[src/rtl/tmds_multi_encoder.sv]
// Multi-lane TMDS encoder: control, video (DVI 8b/10b), TERC4 and guard-band symbols.
// Two enabled pipeline stages; each lane keeps its own running disparity.
module tmds_multi_encoder #(
    parameter int CHANNELS = 3
) (
    input  logic                   clk,
    input  logic                   rst_n,
    input  logic                   en,
    input  logic [2:0]             mode,
    input  logic [8*CHANNELS-1:0]  data,
    input  logic [2*CHANNELS-1:0]  ctrl,
    input  logic [4*CHANNELS-1:0]  terc,
    output logic [10*CHANNELS-1:0] out,
    output logic                   out_valid
);

    localparam logic [2:0] MODE_CTRL   = 3'd0;
    localparam logic [2:0] MODE_VIDEO  = 3'd1;
    localparam logic [2:0] MODE_TERC4  = 3'd2;
    localparam logic [2:0] MODE_VGUARD = 3'd3;
    localparam logic [2:0] MODE_DGUARD = 3'd4;

    localparam logic [9:0] CTRL_00  = 10'b1101010100;
    localparam logic [9:0] GUARD_HI = 10'b1011001100;
    localparam logic [9:0] GUARD_LO = 10'b0100110011;

    function automatic logic [3:0] ones8(input logic [7:0] d);
        logic [3:0] c;
        c = 4'd0;
        for (int i = 0; i < 8; i++) c = c + {3'b000, d[i]};
        return c;
    endfunction

    function automatic logic [8:0] qm_encode(input logic [7:0] d);
        logic [3:0] ones;
        logic       use_xnor;
        logic [8:0] q;
        ones     = ones8(d);
        use_xnor = (ones > 4'd4) || ((ones == 4'd4) && !d[0]);
        q[0]     = d[0];
        for (int i = 1; i < 8; i++) q[i] = use_xnor ? ~(q[i-1] ^ d[i]) : (q[i-1] ^ d[i]);
        q[8]     = ~use_xnor;
        return q;
    endfunction

    function automatic logic [9:0] ctrl_code(input logic [1:0] c);
        case (c)
            2'b00:   return CTRL_00;
            2'b01:   return 10'b0010101011;
            2'b10:   return 10'b0101010100;
            default: return 10'b1010101011;
        endcase
    endfunction

    function automatic logic [9:0] terc4_code(input logic [3:0] t);
        case (t)
            4'h0:    return 10'b1010011100;
            4'h1:    return 10'b1001100011;
            4'h2:    return 10'b1011100100;
            4'h3:    return 10'b1011100010;
            4'h4:    return 10'b0101110001;
            4'h5:    return 10'b0100011110;
            4'h6:    return 10'b0110001110;
            4'h7:    return 10'b0100111100;
            4'h8:    return 10'b1011001100;
            4'h9:    return 10'b0100111001;
            4'hA:    return 10'b0110011100;
            4'hB:    return 10'b1011000110;
            4'hC:    return 10'b1010001110;
            4'hD:    return 10'b1001110001;
            4'hE:    return 10'b0101100011;
            default: return 10'b1011000011;
        endcase
    endfunction

    // Returns {symbol, next disparity}; the sum stays within -16..+14 so 5 bits never wrap.
    function automatic logic [14:0] video_step(input logic [8:0] qm, input logic [3:0] n1,
                                               input logic signed [4:0] cnt);
        logic signed [5:0] n1s, n0s, c, d;
        logic [9:0] w;
        n1s = {2'b00, n1};
        n0s = 6'sd8 - n1s;
        c   = {cnt[4], cnt};
        if ((cnt == 5'sd0) || (n1s == n0s)) begin
            w = {~qm[8], qm[8], qm[8] ? qm[7:0] : ~qm[7:0]};
            d = qm[8] ? (n1s - n0s) : (n0s - n1s);
        end else if (((cnt > 5'sd0) && (n1s > n0s)) || ((cnt < 5'sd0) && (n0s > n1s))) begin
            w = {1'b1, qm[8], ~qm[7:0]};
            d = (qm[8] ? 6'sd2 : 6'sd0) + (n0s - n1s);
        end else begin
            w = {1'b0, qm[8], qm[7:0]};
            d = (qm[8] ? 6'sd0 : -6'sd2) + (n1s - n0s);
        end
        c = c + d;
        return {w, c[4:0]};
    endfunction

    // Stage 0 -> 1: transition-minimised q_m and its ones count
    logic [8:0] qm_p0 [CHANNELS];
    logic [3:0] n1_p0 [CHANNELS];

    always_comb begin
        for (int n = 0; n < CHANNELS; n++) begin
            qm_p0[n] = qm_encode(data[8*n +: 8]);
            n1_p0[n] = ones8(qm_p0[n][7:0]);
        end
    end

    logic [2:0] mode_p1;
    logic       vld_p1;
    logic [1:0] ctrl_p1 [CHANNELS];
    logic [3:0] terc_p1 [CHANNELS];
    logic [8:0] qm_p1   [CHANNELS];
    logic [3:0] n1_p1   [CHANNELS];

    always_ff @(posedge clk or negedge rst_n) begin
        if (!rst_n) begin
            mode_p1 <= MODE_CTRL;
            vld_p1  <= 1'b0;
            for (int n = 0; n < CHANNELS; n++) ctrl_p1[n] <= 2'b00;
        end else if (en) begin
            mode_p1 <= mode;
            vld_p1  <= 1'b1;
            for (int n = 0; n < CHANNELS; n++) ctrl_p1[n] <= ctrl[2*n +: 2];
        end
    end

    always_ff @(posedge clk) begin
        if (en) begin
            for (int n = 0; n < CHANNELS; n++) begin
                terc_p1[n] <= terc[4*n +: 4];
                qm_p1[n]   <= qm_p0[n];
                n1_p1[n]   <= n1_p0[n];
            end
        end
    end

    // Stage 1 -> 2: symbol selection and disparity update
    logic [9:0]        sym_p2  [CHANNELS];
    logic signed [4:0] cnt_p2  [CHANNELS];
    logic              vld_p2;
    logic [9:0]        sym_nxt [CHANNELS];
    logic signed [4:0] cnt_nxt [CHANNELS];

    always_comb begin
        for (int n = 0; n < CHANNELS; n++) begin
            sym_nxt[n] = ctrl_code(ctrl_p1[n]);
            cnt_nxt[n] = 5'sd0;
            case (mode_p1)
                MODE_VIDEO:  {sym_nxt[n], cnt_nxt[n]} = video_step(qm_p1[n], n1_p1[n], cnt_p2[n]);
                MODE_TERC4:  sym_nxt[n] = terc4_code(terc_p1[n]);
                MODE_VGUARD: sym_nxt[n] = (n == 1) ? GUARD_LO : GUARD_HI;
                MODE_DGUARD: sym_nxt[n] = (n == 0) ? terc4_code(terc_p1[n]) : GUARD_LO;
                default:     sym_nxt[n] = ctrl_code(ctrl_p1[n]);
            endcase
        end
    end

    always_ff @(posedge clk or negedge rst_n) begin
        if (!rst_n) begin
            vld_p2 <= 1'b0;
            for (int n = 0; n < CHANNELS; n++) begin
                sym_p2[n] <= CTRL_00;
                cnt_p2[n] <= 5'sd0;
            end
        end else if (en) begin
            vld_p2 <= vld_p1;
            for (int n = 0; n < CHANNELS; n++) begin
                sym_p2[n] <= sym_nxt[n];
                cnt_p2[n] <= cnt_nxt[n];
            end
        end
    end

    for (genvar g = 0; g < CHANNELS; g++) begin : g_out
        assign out[10*g +: 10] = sym_p2[g];
    end

    assign out_valid = vld_p2;

endmodule

[config.mk]
export PLATFORM = sky130hd
export DESIGN_NAME = tmds_multi_encoder
export DESIGN_NICKNAME = d
export VERILOG_FILES = /design/src/rtl/tmds_multi_encoder.sv
export SDC_FILE = /design/constraint.sdc
export NUM_CORES = 1
export LEC_CHECK = 0
export CAP_MARGIN = 20
export CORE_MARGIN = 2
export CORE_UTILIZATION = 35
export CTS_BUF_LIST = sky130_fd_sc_hd__clkbuf_2
export DETAILED_ROUTE_END_ITERATION = 12
export PLACE_DENSITY = 0.61
export SLEW_MARGIN = 20
export SYNTH_ARGS = -nofsm -noshare
export SYNTH_HDL_FRONTEND = slang
export SYNTH_SLANG_ARGS = --single-unit
[constraint.sdc]
create_clock -name clk -period 5.6 [get_ports clk]
set_input_delay 0.84 -clock clk [delete_from_list [all_inputs] [get_ports clk]]
set_output_delay 0.84 -clock clk [all_outputs]
set_load 0.03 [all_outputs]
### Yosys cells after proc, flatten, opt, wreduce, memory -nomap -nowiden

Memory sizes are Yosys's and may differ from the RTL's.
Index checks and enable logic that the tools add are counted.

| word-level totals | value |
|---|---|
| memories kept | 7 |
| output and inout bits | 31 |
| logic and storage cells | 248 |
| flip-flop bits (word level) | 56 |
| bits in writable memories | 51 |
| ROM bits | 640 |
| input bits | 48 |

| cells by class | value |
|---|---|
| bitwise gates (word level) | 51 |
| eq/ne operators | 16 |
| magnitude comparators | 15 |
| multiplexer cells | 59 |
| reductions and logical operators | 28 |
| $add $sub $neg | 60 |

Memories:

| name | depth | bits a word | rd ports | clocked after memory_dff | wr ports | RTL line | text |
|---|---|---|---|---|---|---|---|
| (no name shown) | 16 | 10 | 1 | 0 | 0 | 56 | `case (t)` |
| (no name shown) | 16 | 10 | 1 | 0 | 0 | 56 |  |
| (no name shown) | 16 | 10 | 1 | 0 | 0 | 56 |  |
| (no name shown) | 16 | 10 | 1 | 0 | 0 | 56 |  |
| qm_p1 | 3 | 9 | 3 | 0 | 3 | 113 | `logic [8:0] qm_p1 [CHANNELS];` |
| n1_p1 | 3 | 4 | 3 | 0 | 3 | 114 | `logic [3:0] n1_p1 [CHANNELS];` |
| 1 more memories | n/a | n/a | n/a | n/a | n/a | n/a |  |

Operators with widths:

| operator | count |
|---|---|
| case mux 10 bit (3 select lines) | 4 |
| adder 4 x 1 -> 4 bit | 24 |
| two-way mux 5 bit | 18 |
| case mux 10 bit (4 select lines) | 2 |
| two-way mux 10 bit | 6 |
| adder 5 bit | 6 |
| greater-than comparator 5 bit | 6 |
| subtractor 5 bit | 6 |
| inverter 1 bit | 27 |
| adder 3 x 1 -> 4 bit | 6 |
| two-way mux 8 bit | 3 |
| inverter 8 bit | 3 |
| two-way mux 1 bit | 23 |
| XOR 1 bit | 21 |
| adder 2 x 1 -> 3 bit | 6 |
| adder 3 x 5 -> 5 bit | 3 |
| == test 5 bit | 3 |
| greater-than comparator 5 x 1 -> 1 bit (second input constant) | 3 |
| logical NOT 5 bit | 3 |
| less-than comparator 5 x 1 -> 1 bit (second input constant) | 3 |
| subtractor 4 x 4 -> 5 bit (first input constant) | 3 |
| adder 1 x 1 -> 2 bit | 6 |
| == test 4 x 3 -> 1 bit (second input constant) | 3 |
| greater-than comparator 4 x 3 -> 1 bit (second input constant) | 3 |
| other kinds (11) | 38 |

### Logic depth before layout (Yosys ltp)

| logic depth | value |
|---|---|
| depth in word-level cells | 30 |
| depth in mapped cells | 20 |
| gate-level depth less buffers | 20 |

### Least setup slack after synthesis

No wires, ideal clock.

| timing | value |
|---|---|
| kind | input-to-reg |
| from | input port data[0] |
| to | memory n1_p1[0][1], data pin |
| arrival time | 6.162 ns |
| required time | 5.350 ns |
| slack | -0.812 ns |
| path buffers | 0 |
| stages | 20 |
| setup time | 0.250 ns |
| cell sequence | inv_1 > fa_1 > fa_1 > fa_1 > inv_1 > ha_1 > fa_1 > nor3_1 > o21ai_0 > a21oi_1 > xor2_1 > inv_1 > fa_1 > fa_1 > fa_1 > inv_1 > ha_1 > inv_1 > fa_1 > inv_1 |

RTL lines:

| element | RTL line | text |
|---|---|---|
| from (decl) | 10 | `input logic [8*CHANNELS-1:0] data,` |
| to (decl) | 114 |  |

==> impl_metrics.py <==
metrics = {
    "global_route": {
        "grt_start_max_net_pins": 77,
        "global_route_wire_length_before_repair_mm": 34.5,
        "gr-usage-all-layers_pct": 15.0,
        "grt_overflow_total": 0,
        "number_of_global_route_vias_before_repair": 6894,
        "grt_antenna_before_repair": 1,
    },
    "sta": {
        "finalSetupTns_ps": -57.4,
        "timing.final.setup_violations": 1,
        "worst_hold_slack_after_final_layout_ps": 317,
        "slew_headroom_pct": 47.2,
        "finalClockSkew_ps": 38.9,
        "finalHoldViolCount": 0,
        "max_clock_freq_mhz": 177,
        "final_min_period_over_clock_period_pct": 101,
        "setup_ws_ps": -57.4,
        "rsz0062_at_grt": "true",
        "timing.final.crit_period_ps": 5660,
        "final_max_slew_viol_count": 0,
        "worst_pin_slew_ps": 791,
    },
    "cts": {
        "sinks_on_clock_net": 107,
        "clkLatencyLatePin_ps": 640,
        "tritoncts.num_buffers": 9,
        "clock_tree.root_cell": "clkbuf_2",
        "cts_tree": "done",
        "max-clock-path-buffers": 2,
        "clock_slew_seen_by_the_registers_of_the_worst_setup_and_hold_paths_ps": 300,
        "cts_max_level": 3,
    },
    "die": {
        "floorplan.initialDensity_pct": 35.6,
        "die_w_um": 167,
        "core_region_area_mm2": 0.0260,
        "design.portCount": 79,
        "num_rows": 59,
        "die_area_mm2": 0.0278,
        "die_height_um": 167,
    },
    "placement": {
        "placement.io_buffers": 78,
        "dp_hpwl_mm": 16.0,
        "globalplace.congestion": 0.842,
        "dpl_worst_slack_ps": -1250,
    },
    "synthesis": {
        "synthesis.area_per_instance_um2": 9.31,
        "yosys_register_bits": 107,
        "synthCells": 994,
        "number_of_enable_type_register_cells_in_the_synthesized_netlist": 51,
        "synthesis.yosys.warnings": 0,
        "synth.lib_cells_used.distinct": 67,
        "netlist_area_mm2": 0.00926,
        "synth_top_cells_by_area": "edfxtp_1, ha_1, dfrtp_1",
        "synthesis.nets": 1172,
        "synthDominantCellAreaShare_pct": 16.5,
        "synth.top_cells.by_count": "inv_1, ha_1, nor2_1, o21ai_0, xnor2_1",
        "seq_area_frac_synth_pct": 31.9,
        "leading_cell_type_by_number_of_instances_after_synthesis": "inv_1",
        "synthDominantAreaCellType": "edfxtp_1",
        "yosys_most_used_dff": "edfxtp_1",
        "async_flop_share_pct": 52.3,
    },
    "status": {
        "failed_checks": "negative setup slack",
        "run_status": "finished, violations left",
    },
    "route": {
        "via_density_per_instance": 4.98,
        "first_iter_violations": 410,
        "detail_route.drc_violations": 0,
        "dr_total_vias": 7215,
        "wire_per_inst_um": 14.5,
        "final_antenna_net_count": 0,
        "drtPass1Iterations": 4,
        "drt_wl_total_mm": 21.0,
    },
    "critical_path": {
        "worst_setup_path_startpoint": "data[0]",
        "r2r_start": "n1_p1[0][5]",
        "timing.reg2reg.setup_slack_ps": 1400,
        "arrival_ps": 6110,
        "timing.critical_path.fanout_max": 3,
        "cp-start-kind": "input pin",
        "critPathCaptureType": "flip-flop",
        "cp_data_required_time_ps": 6050,
        "reg2reg_depth": 17,
        "worstReg2RegEnd": "cnt_p2[9]",
        "timing_worst_setup_path_type": "in2reg",
    },
    "power": {
        "power.density_cell_area_mw_per_mm2": 655,
        "post-layout-total-power_mw": 7.21,
        "total_leakage_power_nw": 4.84,
        "ir_drop_v": 0.000267,
    },
    "layout": {
        "nNetsFinal": 1285,
        "finalCoreUtilization_pct": 42.4,
        "layout-drive-gt1-share_pct": 15.4,
        "flow.area_growth_from_synthesis_pct": 18.9,
    },
    "min_path": {
        "holdCritPathClass": "in2async",
    },
    "run": {
        "max_cap_viol_count": 0,
    },
}
## worst max-delay path, stage by stage
cell and delay [ps]:
buf_8 80, clkinvlp_4 90, fa_1 570, fa_1 430, fa_1 490, inv_1 40, ha_2 170, fa_1 440
nor3_2 150, o21ai_1 90, a21oi_2 240, xor2_2 170, inv_1 70, fa_1 470, fa_1 550, fa_1 440
inv_2 80, ha_4 120, inv_2 30, fa_2 500, inv_1 30
## cell type report
cell class                      instances  area [µm²]
Inverter                              130         507
Fill cell                            2544       15000
Multi-Input combinational cell        716        5750
Timing Repair Buffer                  143        1260
Sequential cell                       107        2950
Tap cell                              335         419
Antenna cell                            3        7.51
Clock inverter                          7        68.8
Clock buffer                            9        45.0
## registers in the layout, indices dropped and copies added, names as in the netlist
name	cells
qm_p1	27
ctrl_p1	6
out	30
cnt_p2	15
terc_p1	12
vld_p1	1
mode_p1	3
n1_p1	12
out_valid	1
## stage by stage
stage | area (µm²) | std cells
global placement | 10700 | 1416
global route | 11000 | 1450
floorplan | 9340 | 994
finish | 11000 | 1450
detailed placement | 10700 | 1416
CTS | 10900 | 1440
## cells in the final DEF (no fill, tap or decap), types with 10 or more instances in the layout
| cell | netlist | layout |
|---|---|---|
| a21oi_1 | 49 | 45 |
| dfrtp_1 | 41 | 41 |
| inv_1 | 129 | 114 |
| nand2_1 | 47 | 47 |
| edfxtp_1 | 51 | 51 |
| clkbuf_2 | 0 | 10 |
| dfstp_2 | 15 | 15 |
| a221oi_1 | 19 | 19 |
| clkdlybuf4s50_1 | 0 | 67 |
| o32a_1 | 14 | 14 |
| xor2_1 | 46 | 44 |
| nand2b_1 | 11 | 11 |
| nor2b_1 | 17 | 17 |
| a21o_1 | 14 | 14 |
| inv_2 | 1 | 13 |
| xnor2_1 | 55 | 52 |
| fa_1 | 29 | 24 |
| nor3_1 | 12 | 11 |
| buf_4 | 1 | 66 |
| ha_1 | 101 | 95 |
| o21ai_0 | 62 | 61 |
| nor2_1 | 92 | 90 |
| nand3_1 | 16 | 16 |
## power breakdown
group	internal [mW]	switching [mW]	leakage, nW
sequential	1.18	0.242	1.16
clock	0.101	0.271	0.0677
combinational	2.47	2.94	3.61
total	3.75	3.46	4.84
## layer usage
layer	track usage (%)	routed length [µm]	vias up
met1	22.0	10600	3449
met5	0	0	-
met4	3.56	226	0
met3	2.02	522	13
li1	-	-	3651
met2	23.5	9620	102
## how the worst max path moves through the flow
stage	to	slack, ps	depth (start not counted)
after CTS	n1_p1[0][9]	-30	21
after floorplan	n1_p1[0][1]	-530	20
final	n1_p1[0][1]	-60	21
after global placement	n1_p1[0][1]	-1100	21
after detailed placement	n1_p1[0][2]	-1250	21
after global routing	n1_p1[0][1]	-210	21
## kinds of logic (layout without fill, tap and decap cells)
family / Yosys count / count (layout) / synth area share (%)
fa+ha+maj: 130 / 130 / 19.9
xor+xnor: 103 / 103 / 9.91
flops: 107 / 107 / 31.9
simple gates: 236 / 236 / 12.1
buf+inv: 171 / 289 / 7.26
mux: 15 / 15 / 1.78
other cells: 0 / 3 / 0
compound gates: 232 / 232 / 17.2
## timing repair
action	4_1_cts	5_1_grt
resized for setup	38	20
hold buffers	0	0
endpoints found under the setup margin	10	6
pin swaps	26	11
setup buffers	8	7
Power figures use the tool's default switching activity.
